**config.mk**
```make
export PLATFORM = sky130hd
export DESIGN_NAME = banner_sprite
export DESIGN_NICKNAME = d
export VERILOG_FILES = /design/src/rtl/banner_sprite.sv
export SDC_FILE = /design/constraint.sdc
export NUM_CORES = 1
export LEC_CHECK = 0
export ABC_AREA = 0
export CAP_MARGIN = 40
export CORE_MARGIN = 4
export CORE_UTILIZATION = 45
export DETAILED_ROUTE_END_ITERATION = 12
export HOLD_SLACK_MARGIN = 0.06
export PLACE_DENSITY = 0.7
export SETUP_SLACK_MARGIN = 0.15
export SLEW_MARGIN = 30
export SYNTH_ARGS = -nofsm -noshare
export SYNTH_HDL_FRONTEND = slang
export SYNTH_SLANG_ARGS = --single-unit
```
**constraint.sdc**
```tcl
create_clock -name clk -period 9.95 [get_ports clk]
set_input_delay 2.4875 -clock clk [delete_from_list [all_inputs] [get_ports clk]]
set_output_delay 2.4875 -clock clk [all_outputs]
set_load 0.05 [all_outputs]
```
**src/rtl/banner_sprite.sv**
```systemverilog
// banner_sprite: text-banner sprite for the VGA pipeline.
// Renders NUM_CHARS glyphs from a writable bitmap RAM, each glyph cell drawn
// as a SCALE x SCALE block, moving from START_ROW to STOP_ROW one STEP per
// motion tick and then holding (optionally blinking).
// Ports:
//   clk, rst             pixel clock, asynchronous active-high reset
//   pixel_row/column     current scan position
//   enable, mode         run control; mode latched on leaving IDLE
//   fg_color             colour driven on lit pixels
//   glyph_we/waddr/wdata glyph RAM write port (addr = char*GLYPH_H + row)
//   pixel_on/pixel_color registered render outputs (1 cycle latency)
//   done                 banner sits at STOP_ROW
module banner_sprite #(
  parameter int unsigned NUM_CHARS   = 8,
  parameter int unsigned GLYPH_W     = 5,
  parameter int unsigned GLYPH_H     = 7,
  parameter int unsigned SCALE       = 10,
  parameter int unsigned CHAR_GAP    = 1,
  parameter int unsigned TICK_DIV    = 4000000,
  parameter int unsigned STEP        = 3,
  parameter int unsigned START_ROW   = 480,
  parameter int unsigned STOP_ROW    = 100,
  parameter int unsigned START_COL   = 195,
  parameter int unsigned BLINK_TICKS = 16,
  parameter int unsigned COLOR_W     = 4
) (
  input  logic                                   clk,
  input  logic                                   rst,
  input  logic [11:0]                            pixel_row,
  input  logic [11:0]                            pixel_column,
  input  logic                                   enable,
  input  logic [1:0]                             mode,
  input  logic [COLOR_W-1:0]                     fg_color,
  input  logic                                   glyph_we,
  input  logic [$clog2(NUM_CHARS*GLYPH_H)-1:0]   glyph_waddr,
  input  logic [GLYPH_W-1:0]                     glyph_wdata,
  output logic                                   pixel_on,
  output logic [COLOR_W-1:0]                     pixel_color,
  output logic                                   done
);

  localparam int unsigned DEPTH = NUM_CHARS * GLYPH_H;
  localparam int unsigned AW    = $clog2(DEPTH);
  localparam int unsigned TW    = (TICK_DIV > 1) ? $clog2(TICK_DIV) : 1;
  localparam int unsigned BW    = (BLINK_TICKS > 1) ? $clog2(BLINK_TICKS) : 1;

  localparam logic [12:0] H13       = 13'(GLYPH_H * SCALE);
  localparam logic [12:0] W13       = 13'(NUM_CHARS * (GLYPH_W + CHAR_GAP) * SCALE);
  localparam logic [12:0] SCALE13   = 13'(SCALE);
  localparam logic [12:0] PITCH13   = 13'(GLYPH_W + CHAR_GAP);
  localparam logic [12:0] GH13      = 13'(GLYPH_H);
  localparam logic [12:0] GW13      = 13'(GLYPH_W);
  localparam logic [12:0] COL0      = 13'(START_COL);
  localparam logic [12:0] ROW_START = 13'(START_ROW);
  localparam logic [12:0] ROW_STOP  = 13'(STOP_ROW);
  localparam logic [12:0] STEP13    = 13'(STEP);
  localparam logic [TW-1:0] TICK_LAST  = TW'(TICK_DIV - 1);
  localparam logic [BW-1:0] BLINK_LAST = BW'(BLINK_TICKS - 1);
  localparam bit DOWN = (STOP_ROW <= START_ROW);

  typedef enum logic [1:0] {IDLE, MOVE, HOLD} state_t;

  state_t          state_q, state_n;
  logic [12:0]     row_q, row_n;
  logic            done_q, done_n;
  logic            vis_q, vis_n;
  logic [1:0]      mode_q, mode_n;
  logic [BW-1:0]   bcnt_q, bcnt_n;
  logic [TW-1:0]   tcnt_q;
  logic            tick;

  logic [GLYPH_W-1:0] glyph_ram [DEPTH];

  // Glyph RAM is deliberately outside the reset domain so contents survive rst.
  always_ff @(posedge clk) begin
    if (glyph_we) glyph_ram[glyph_waddr] <= glyph_wdata;
  end

  assign tick = (state_q != IDLE) && (tcnt_q == TICK_LAST);

  always_ff @(posedge clk or posedge rst) begin
    if (rst)                  tcnt_q <= '0;
    else if (state_q == IDLE) tcnt_q <= '0;
    else if (tick)            tcnt_q <= '0;
    else                      tcnt_q <= tcnt_q + 1'b1;
  end

  always_ff @(posedge clk or posedge rst) begin
    if (rst) begin
      state_q <= IDLE;
      row_q   <= ROW_START;
      done_q  <= 1'b0;
      vis_q   <= 1'b1;
      mode_q  <= '0;
      bcnt_q  <= '0;
    end else begin
      state_q <= state_n;
      row_q   <= row_n;
      done_q  <= done_n;
      vis_q   <= vis_n;
      mode_q  <= mode_n;
      bcnt_q  <= bcnt_n;
    end
  end

  always_comb begin
    state_n = state_q;
    row_n   = row_q;
    done_n  = done_q;
    vis_n   = vis_q;
    mode_n  = mode_q;
    bcnt_n  = bcnt_q;
    case (state_q)
      IDLE: begin
        row_n  = ROW_START;
        done_n = 1'b0;
        vis_n  = 1'b1;
        bcnt_n = '0;
        if (enable) begin
          mode_n = mode;
          // Modes 01/10 scroll; 00/11 jump straight to the stop row.
          if (mode[0] ^ mode[1]) begin
            state_n = MOVE;
          end else begin
            state_n = HOLD;
            row_n   = ROW_STOP;
            done_n  = 1'b1;
          end
        end
      end
      MOVE: begin
        if (tick) begin
          // Clamp test is arranged so the subtraction can never wrap.
          if (DOWN ? (row_q <= ROW_STOP + STEP13) : (row_q + STEP13 >= ROW_STOP)) begin
            row_n   = ROW_STOP;
            done_n  = 1'b1;
            vis_n   = 1'b1;
            bcnt_n  = '0;
            state_n = HOLD;
          end else begin
            row_n = DOWN ? (row_q - STEP13) : (row_q + STEP13);
          end
        end
      end
      HOLD: begin
        if (!mode_q[1]) begin
          vis_n = 1'b1;
        end else if (tick) begin
          if (bcnt_q == BLINK_LAST) begin
            bcnt_n = '0;
            vis_n  = ~vis_q;
          end else begin
            bcnt_n = bcnt_q + 1'b1;
          end
        end
      end
      default: state_n = IDLE;
    endcase
    if (!enable) begin
      state_n = IDLE;
      row_n   = ROW_START;
      done_n  = 1'b0;
      vis_n   = 1'b1;
      bcnt_n  = '0;
    end
  end

  logic [12:0]        pr, pc, dr, dc, ch, gx;
  logic [AW-1:0]      addr;
  logic [GLYPH_W-1:0] rdata;
  logic               in_rows, in_cols, cell_bit, hit;

  always_comb begin
    pr       = {1'b0, pixel_row};
    pc       = {1'b0, pixel_column};
    in_rows  = (pr >= row_q) && (pr < row_q + H13);
    in_cols  = (pc >= COL0) && (pc < COL0 + W13);
    dr       = (pr - row_q) / SCALE13;
    dc       = (pc - COL0) / SCALE13;
    ch       = dc / PITCH13;
    gx       = dc % PITCH13;
    addr     = AW'(ch * GH13 + dr);
    rdata    = glyph_ram[addr];
    cell_bit = 1'b0;
    // Cell gx maps to bit GLYPH_W-1-gx (leftmost cell is the MSB).
    for (int unsigned i = 0; i < GLYPH_W; i++) begin
      if (gx == 13'(GLYPH_W - 1 - i)) cell_bit = rdata[i];
    end
    hit = in_rows && in_cols && (gx < GW13) && cell_bit && vis_q && (state_q != IDLE);
  end

  always_ff @(posedge clk or posedge rst) begin
    if (rst) begin
      pixel_on    <= 1'b0;
      pixel_color <= '0;
    end else begin
      pixel_on    <= hit;
      pixel_color <= hit ? fg_color : '0;
    end
  end

  assign done = done_q;

endmodule

```
---- Yosys cells after proc, flatten, opt, wreduce, memory -nomap -nowiden ----
Memory sizes are Yosys's and may differ from the RTL's.
Cells that the tools add are included.
storage, ports and cells
  word-level logic and storage cells ...... 101
  memory bits (read-only) ................. 0
  input port bits ......................... 45
  bits in latches ......................... 0
  register bits ........................... 50
  memories ................................ 1
  RAM bits ................................ 280
operators by class
  reductions and logical operators ........ 17
  bitwise logic cells ..................... 2
  equality and inequality tests ........... 17
  add/subtract/negate cells ............... 7
  order comparisons ....................... 6
  divide/modulo/power cells ............... 4
  multiply operators ...................... 1
  muxes and demuxes ....................... 37
  shift-type cells ........................ 0
memories
  memory     words  bits a word  read ports  clocked after memory_dff  write ports  RTL line  RTL
  glyph_ram  56     5            1           0                         1            72        logic [GLYPH_W-1:0] glyph_ram [DEPTH];
operators with widths
  kind                     number
  $mux W22                 2
  $mux W13                 3
  $mux W4                  7
  $div A13 B4 Y13 const B  2
  $eq A13 B2 Y1 const B    2
  $pmux W13 S2             1
  $add A22 B1 Y22 const B  1
  $eq A22 B22 Y1 const B   1
  $mux W1                  15
  $add A13 B7 Y13 const B  1
  $div A13 B3 Y13 const B  1
  $eq A13 B1 Y1 const B    1
  $eq A13 B3 Y1 const B    1
  $ge A12 B13 Y1           1
  $le A13 B7 Y1 const B    1
  $logic_not A13 Y1        1
  $lt A12 B13 Y1           1
  $lt A13 B3 Y1 const B    1
  $mod A13 B3 Y13 const B  1
  $mul A13 B3 Y6 const B   1
  $sub A12 B13 Y13         1
  $sub A12 B8 Y13 const B  1
  $sub A13 B2 Y13 const B  1
  $ge A12 B8 Y1 const B    1
  other kinds (25)         42

---- Depth between registers and ports, before layout ----
Gate-level depths: netlist of run 1.
An unclocked memory read counts as a cell.
  word-level depth ........................ 15
  mapped depth ............................ 41
  depth with buffers taken out ............ 37

---- Worst setup path before layout of run 1 ----
Ideal clock, no wire load.
  path type ............................... input to register
  from .................................... input pixel_column[3]
  to ...................................... register pixel_color[0]
  slack ................................... -1.206 ns
  cell stages on the path ................. 30
  data arrival time ....................... 11.027 ns
  required time ........................... 9.820 ns
  path through ............................ buf_2 > a2111o_1 > o21ai_2 > mux2i_1 > o21ai_1 > a2111oi_2 > or2_1 > buf_4 > a21o_1 > o22ai_1 > mux4_2 > or2_2 > ha_1 > a211o_1 > xnor2_1 > inv_1 > ha_1 > inv_1 > o221a_4 > o21a_1 > fa_1 > fa_1 > fa_1 > xor2_1 > clkbuf_1 > mux4_2 > mux4_2 > nor4b_1 > mux2_4 > nor3b_1
on the way
  longest elaborated chain between the ends .. 15
  elaborated cells on any way between the ends .. 27
  those cells by class .................... add/sub (2); mul (1); div (3); order compare (3); eq/ne (4); mux (6); reduce/logical (7); memory (1)
RTL lines
  item                                  RTL line  RTL
  start, declared                       30        input logic [11:0] pixel_column,
  $sub A12 B8 Y13                       179       dc = (pc - COL0) / SCALE13;
  $div A13 B4 Y13                       179
  $div A13 B3 Y13                       180       ch = dc / PITCH13;
  $mul A13 B3 Y6                        182       addr = AW'(ch * GH13 + dr);
  $add A6 B6 Y6                         182
  $mem_v2 Z56 W5                        n/a
  $mux W1 (5 in a row)                  187       if (gx == 13'(GLYPH_W - 1 - i)) cell_bit = rdata[i];
  $logic_and A1 B1 Y1 (*) (3 in a row)  189       hit = in_rows && in_cols && (gx < GW13) && cell_bit && vis_q && (state_q != IDLE);
  $mux W4 (*)                           198       pixel_color <= hit ? fg_color : '0;
  end signal, assigned                  198
  end, declared                         38        output logic [COLOR_W-1:0] pixel_color,
Mark *: on every way between the ends. The rest lies on a longest branch, timed or not.
A chain may end at the register's enable or synchronous reset.

---- Final worst setup path of run 1 ----
  from .................................... input pixel_column[4]
  to ...................................... register pixel_color[1]
Same word-level chain as after synthesis.

==> results of run 1 <==
==> through the flow <==
step	hold slack (ns)	TNS, ns
after floorplan	0.455	-2.01
after global placement	0.473	-3.99
after detailed placement	0.481	-5.01
after CTS	0.489	0
after global routing	0.533	-0.960
final	0.484	0
==> what timing repair did <==
action,CTS,global route
setup endpoints to repair,5,5
gates cloned,1,0
pin swaps,48,30
setup buffers,23,1
gates resized for setup,101,19
==> cell families after synthesis <==
family / after synthesis
DFF: 329
xor gates and xnor gates: 65
adders and majority gates: 50
AOI/OAI and AO/OA: 333
buffers and inverters: 122
muxes: 111
and+or+nand+nor: 456
==> sequential cells by signal (all words and copies together) (netlist names) <==
signal       cells
done             1
bcnt_q           4
vis_q            1
mode_q           1
pixel_on         1
state_q          2
glyph_ram      280
tcnt_q          22
row_q           13
pixel_color      4
==> area by class of cell <==
cell class,instances,area share
multi-input combinational,1015,0.383
timing repair buffer,307,0.116
tap,525,0.0290
sequential,329,0.426
inverter,41,0.00691
clock buffer,36,0.0351
clock inverter,19,0.00409
==> cells in the final DEF (no fill, tap or decap), types with 8 or more instances in the layout <==
cell type / count
o211ai_1: 11
buf_6: 15
clkbuf_16: 31
or3_1: 13
nor3_1: 27
nand4_1: 21
and3_1: 16
nand2b_1: 9
o21a_1: 8
o21ai_0: 55
dfrtp_1: 44
a21oi_1: 56
a211oi_1: 11
mux2i_1: 11
nand2_1: 80
a31oi_1: 14
ha_1: 33
buf_12: 11
edfxtp_1: 280
nor2b_1: 10
clkdlybuf4s50_1: 33
nor2_1: 155
nand3_1: 47
inv_1: 36
buf_4: 230
xnor2_1: 35
or2_2: 9
mux4_2: 88
clkinv_1: 11
o31ai_1: 8
a21o_1: 27
xor2_1: 24
==> critical path, delay by kind of cell <==
kind,cells,cell delay [ns]
AOI/OAI and AO/OA,14,2.90
buffers and inverters,6,0.55
adders and majority gates,5,1.62
xor gates and xnor gates,3,0.53
and+or+nand+nor,5,1.25
muxes,3,0.94
==> worst max-delay path by stage <==
| stage | to | slack (ns) |
|---|---|---|
| 2_1_floorplan | pixel_color[0] | -0.40 |
| 3_3_place_gp | pixel_color[3] | -0.80 |
| 3_5_place_dp | pixel_color[3] | -1.01 |
| 4_1_cts | pixel_color[3] | 0.008 |
| 5_1_grt | pixel_color[3] | -0.20 |
| 6_report | pixel_color[1] | 0.11 |
==> layer usage <==
metal  vias to the layer above  routed length (um)
li1                       6249                   -
met1                      6647               19200
met2                       513               23500
met3                        77                2700
met4                         0                1130
met5                         -                   0
==> flow_metrics.tcl, run 1 <==
set metrics [dict create \
    synth_seq_cells 329 \
    ant_nets 0 \
    layout.cells.non_filler 2272 \
    synth_top_family_by_area "compound AO/OA/AOI/OAI gates" \
    cpPeakStageDelay_ns 0.50 \
    synth_area_leader_cell "edfxtp_1" \
    path_common_cell "xnor2_2" \
    synth_area_leaders "edfxtp_1 (46%), mux4_2 (11%), dfrtp_1 (6.0%)" \
    clkSinkCount 329 \
    grt_max_degree 57 \
    drc 0 \
    antennaDiodeCount 0 \
    antenna_found_initial 0 \
    layout.nets 1818 \
    max-slew-margin-rel 0.489 \
    grt_pass1_wl_um 73900 \
    viasPerCell 5.94 \
    die_x_um 210 \
    hpwlAfterDp_um 33400 \
    htreeDepth 1 \
    synthXorXnorAreaFrac 0.0315 \
    min_path_cells 1 \
    holdBufCountCts 0 \
    grt_most_used_layer "met2" \
    synth_cell_type_count 111 \
    start_kind "input pin" \
    multi_input_area_mm2 0.00867 \
    worst-r2r-cell-count 35 \
    yosys.area_share.adder 0.0371 \
    dieArea_mm2 0.0440 \
    fmax_ghz 0.102 \
    synth-simple-area-share 0.124 \
    min_from "tcnt_q[0]" \
    hold_end "tcnt_q[0]" \
    period_minus_slack_ns 9.84 \
    preCtsSetupSlack_ns -1.01 \
    synthCells 1466 \
    cts_root_buf "clkbuf_16" \
    regArea_mm2 0.00964 \
    drtIter0Drc 1397 \
    initial_core_util 0.458 \
    drive_gt1_frac 0.299 \
    r2r_start "row_q[3]" \
    grt_use_met2 0.356 \
    dr.pass1.iters 8 \
    synth_compound_area_frac 0.131 \
    via_count 13500 \
    dp_cells 2190 \
    fillers 3155 \
    outcome "completed" \
    synthMostInstantiatedCell "edfxtp_1" \
    skew_ns 0.0249 \
    hold_viol 0 \
    synth_mux_area_frac 0.122 \
    tightest_slew_ns 0.747 \
    routed_wl_um 46600 \
    crit_type "in2reg" \
    cts_buffer_depth 3 \
    path_clk_slew_ns 0.06 \
    cp-startpoint "pixel_column[4]" \
    synth_async_sr_flop_share 0.149 \
    setup_ws_ns 0.107 \
    syn_area_mm2 0.0183 \
    final_area_mm2 0.0226 \
    cts_tree "built" \
    synth-edff-count 280 \
    critPathSlowestCell "mux4_2" \
    seq_area_frac_synth 0.526 \
    std_cell_rows 73 \
    fin_crit_sh 0.989 \
    grt_util_met1 0.282 \
    yosys_most_used_dff "edfxtp_1" \
    io_buffers 50 \
    grt_pass1_vias 13500 \
    gp_congestion 0.937 \
    syn2layout_area_growth_pct 23.5 \
    met3_usage 0.0235 \
    cts_buffers 31 \
    reg2reg_to "pixel_color[1]" \
    syn_avg_cell_area_um2 12.5 \
    r2r_slack_ns 2.12 \
    yosysWarnings 0 \
    crit_required_ns 10.36 \
    worstPathArrival_ns 10.26 \
    wl_per_cell_um 20.5 \
    pin_count 51 \
    slew_violations 0 \
    chipHeight_um 210 \
    grt-ovfl-total 0 \
    clk_latency_ns 0.56 \
    grt_setup_unrepaired "true" \
    ys_top_cells_by_count "edfxtp_1 (280), nor2_1 (157), mux4_2 (88)" \
    fp.coreArea_mm2 0.0400 \
    endpoint_kind "flop" \
    path_max_fanout 8 \
    hold_class "reg2reg" \
    grt.total_usage 0.207 \
    cap_violations 0 \
    yosys.area.top_type_share 0.459 \
    setup_violations 0 \
    post_dp_cell_area_mm2 0.0211 \
    synth_nets 1559 \
    final_util 0.566 \
]
Power of run 1 is left out: the tool's default activity adds up to more than one toggle a clock period on the data nets, which glitch-free logic cannot reach.
==> inputs of run 2 (changes only) <==
Settings changed: CTS_BUF_LIST set to sky130_fd_sc_hd__clkbuf_16.
==> run 2 against run 1 <==
Effect of this change:
- worst hold slack is essentially flat
- sequential cell count did not move
- global-route usage unchanged
- routed wire length barely moved
- maximum frequency about the same
- largest cell class unchanged
==> flow_metrics.tcl, run 2 (synthesis gave the netlist of run 1 again) <==
set metrics [dict create \
    crit_type "in2reg" \
    cp_top_family "compound AO/OA/AOI/OAI gates" \
    pin_count 51 \
    htreeDepth 1 \
    layout.cells.non_filler 2272 \
    tightest_slew_ns 0.746 \
    fin_crit_sh 0.990 \
    path_max_fanout 8 \
    hold_viol 0 \
    path_buf_inv 6 \
    start_kind "input pin" \
    critPathSlowestCell "mux4_2" \
    wl_met3_um 2830 \
    wl_per_cell_um 20.5 \
    biggestRegsByFlops "glyph_ram: 280 flops, tcnt_q: 22 flops, row_q: 13 flops" \
    gp_congestion 0.937 \
    drc 0 \
    syn2layout_area_growth_pct 23.5 \
    grt_pass1_vias 13500 \
    clkSinkCount 329 \
    via_count 13500 \
    viasPerCell 5.92 \
    fmax_ghz 0.102 \
    cts_root_buf "clkbuf_16" \
    hold_class "reg2reg" \
    slew_violations 0 \
    dieArea_mm2 0.0440 \
    grt-ovfl-total 0 \
    cts_tree "built" \
    path_clk_slew_ns 0.06 \
    ant_nets 0 \
    skew_ns 0.0272 \
    std_cell_rows 73 \
    max-slew-margin-rel 0.490 \
    grt_pass1_wl_um 73900 \
    final.hold.worst_slack_ns 0.484 \
    initial_core_util 0.458 \
    r2r_slack_ns 2.12 \
    crit_required_ns 10.36 \
    io_buffers 50 \
    antennaDiodeCount 0 \
    layout_common_cells "edfxtp_1 (280), buf_4 (230), nor2_1 (155)" \
    m1WireLength_um 19200 \
    outcome "completed" \
    largest_reg_flops 280 \
    fp.coreArea_mm2 0.0400 \
    dr.pass1.iters 6 \
    cap_violations 0 \
    antenna_found_initial 0 \
    worstPathArrival_ns 10.26 \
    dp_cells 2190 \
    endpoint_kind "flop" \
    hpwlAfterDp_um 33400 \
    final_common_cell "edfxtp_1" \
    cts_buffer_depth 3 \
    holdBufCountCts 0 \
    routed_wl_um 46500 \
    die_x_um 210 \
    cts_buffers 31 \
    dr.max_layer_used "met4" \
    setup_violations 0 \
    top_register "glyph_ram" \
    period_minus_slack_ns 9.85 \
    path_common_cell "xnor2_2" \
    chipHeight_um 210 \
    fin_setup_tns_ns 0 \
    layout.nets 1818 \
    route.met2.wl_um 23400 \
    grt.total_usage 0.207 \
    grt_setup_unrepaired "true" \
    cpPeakStageDelay_ns 0.50 \
    drive_gt1_frac 0.299 \
    clk_latency_ns 0.56 \
    drtIter0Drc 1397 \
    grt_max_degree 57 \
]
[run 2: stage by stage]
| step | setup WS, ns | utilization | area [um^2] |
|---|---|---|---|
| floorplan | -0.404 | - | 18400 |
| global placement | -0.802 | 0.525 | 21000 |
| detailed placement | -1.01 | 0.528 | 21100 |
| CTS | 0.00797 | 0.563 | 22500 |
| global route | -0.199 | 0.566 | 22600 |
| finish | 0.104 | 0.566 | 22600 |
[run 2: area by class of cell]
class / instances / area, um^2
clock buffer: 31 / 776
tap: 525 / 657
fill: 3155 / 17400
multi-input combinational: 1015 / 8670
inverter: 41 / 156
timing repair buffer: 307 / 2630
sequential: 329 / 9640
clock inverter: 24 / 111
[run 2: repair_timing]
item                       CTS  global route
resized for setup          101            19
pin swaps                   48            30
cloned                       1             0
setup endpoints to repair    5             5
setup buffers               23             1
[run 2: final timing paths]
| path | cells after the start | from | to |
|---|---|---|---|
| worst max-delay path | 36 | pixel_column[4] | pixel_color[1] |
| worst min-delay path | 1 | tcnt_q[0] | tcnt_q[0] |
| worst max register to register | 35 | row_q[3] | pixel_color[1] |
| worst min register to register | 1 | tcnt_q[0] | tcnt_q[0] |
| max in group asynchronous | 2 | rst | bcnt_q[2] |
| min in group asynchronous | 2 | rst | tcnt_q[5] |
[run 2: worst register-to-register path: cells and delay by family, from the launching register on]
family          cells  cell delay, ns
compound gates     16            3.34
simple gates        6            1.18
fa+ha+maj           4            1.13
buf+inv             5            0.60
flops               1            0.55
mux                 2            0.55
xor+xnor            2            0.36
[run 2: metal layers]
metal	global-route usage	vias up
met3	0.0235	80
met1	0.282	6623
met5	0	-
met2	0.356	509
li1	-	6242
met4	0.0524	0
Power of run 2 is left out for the same reason.
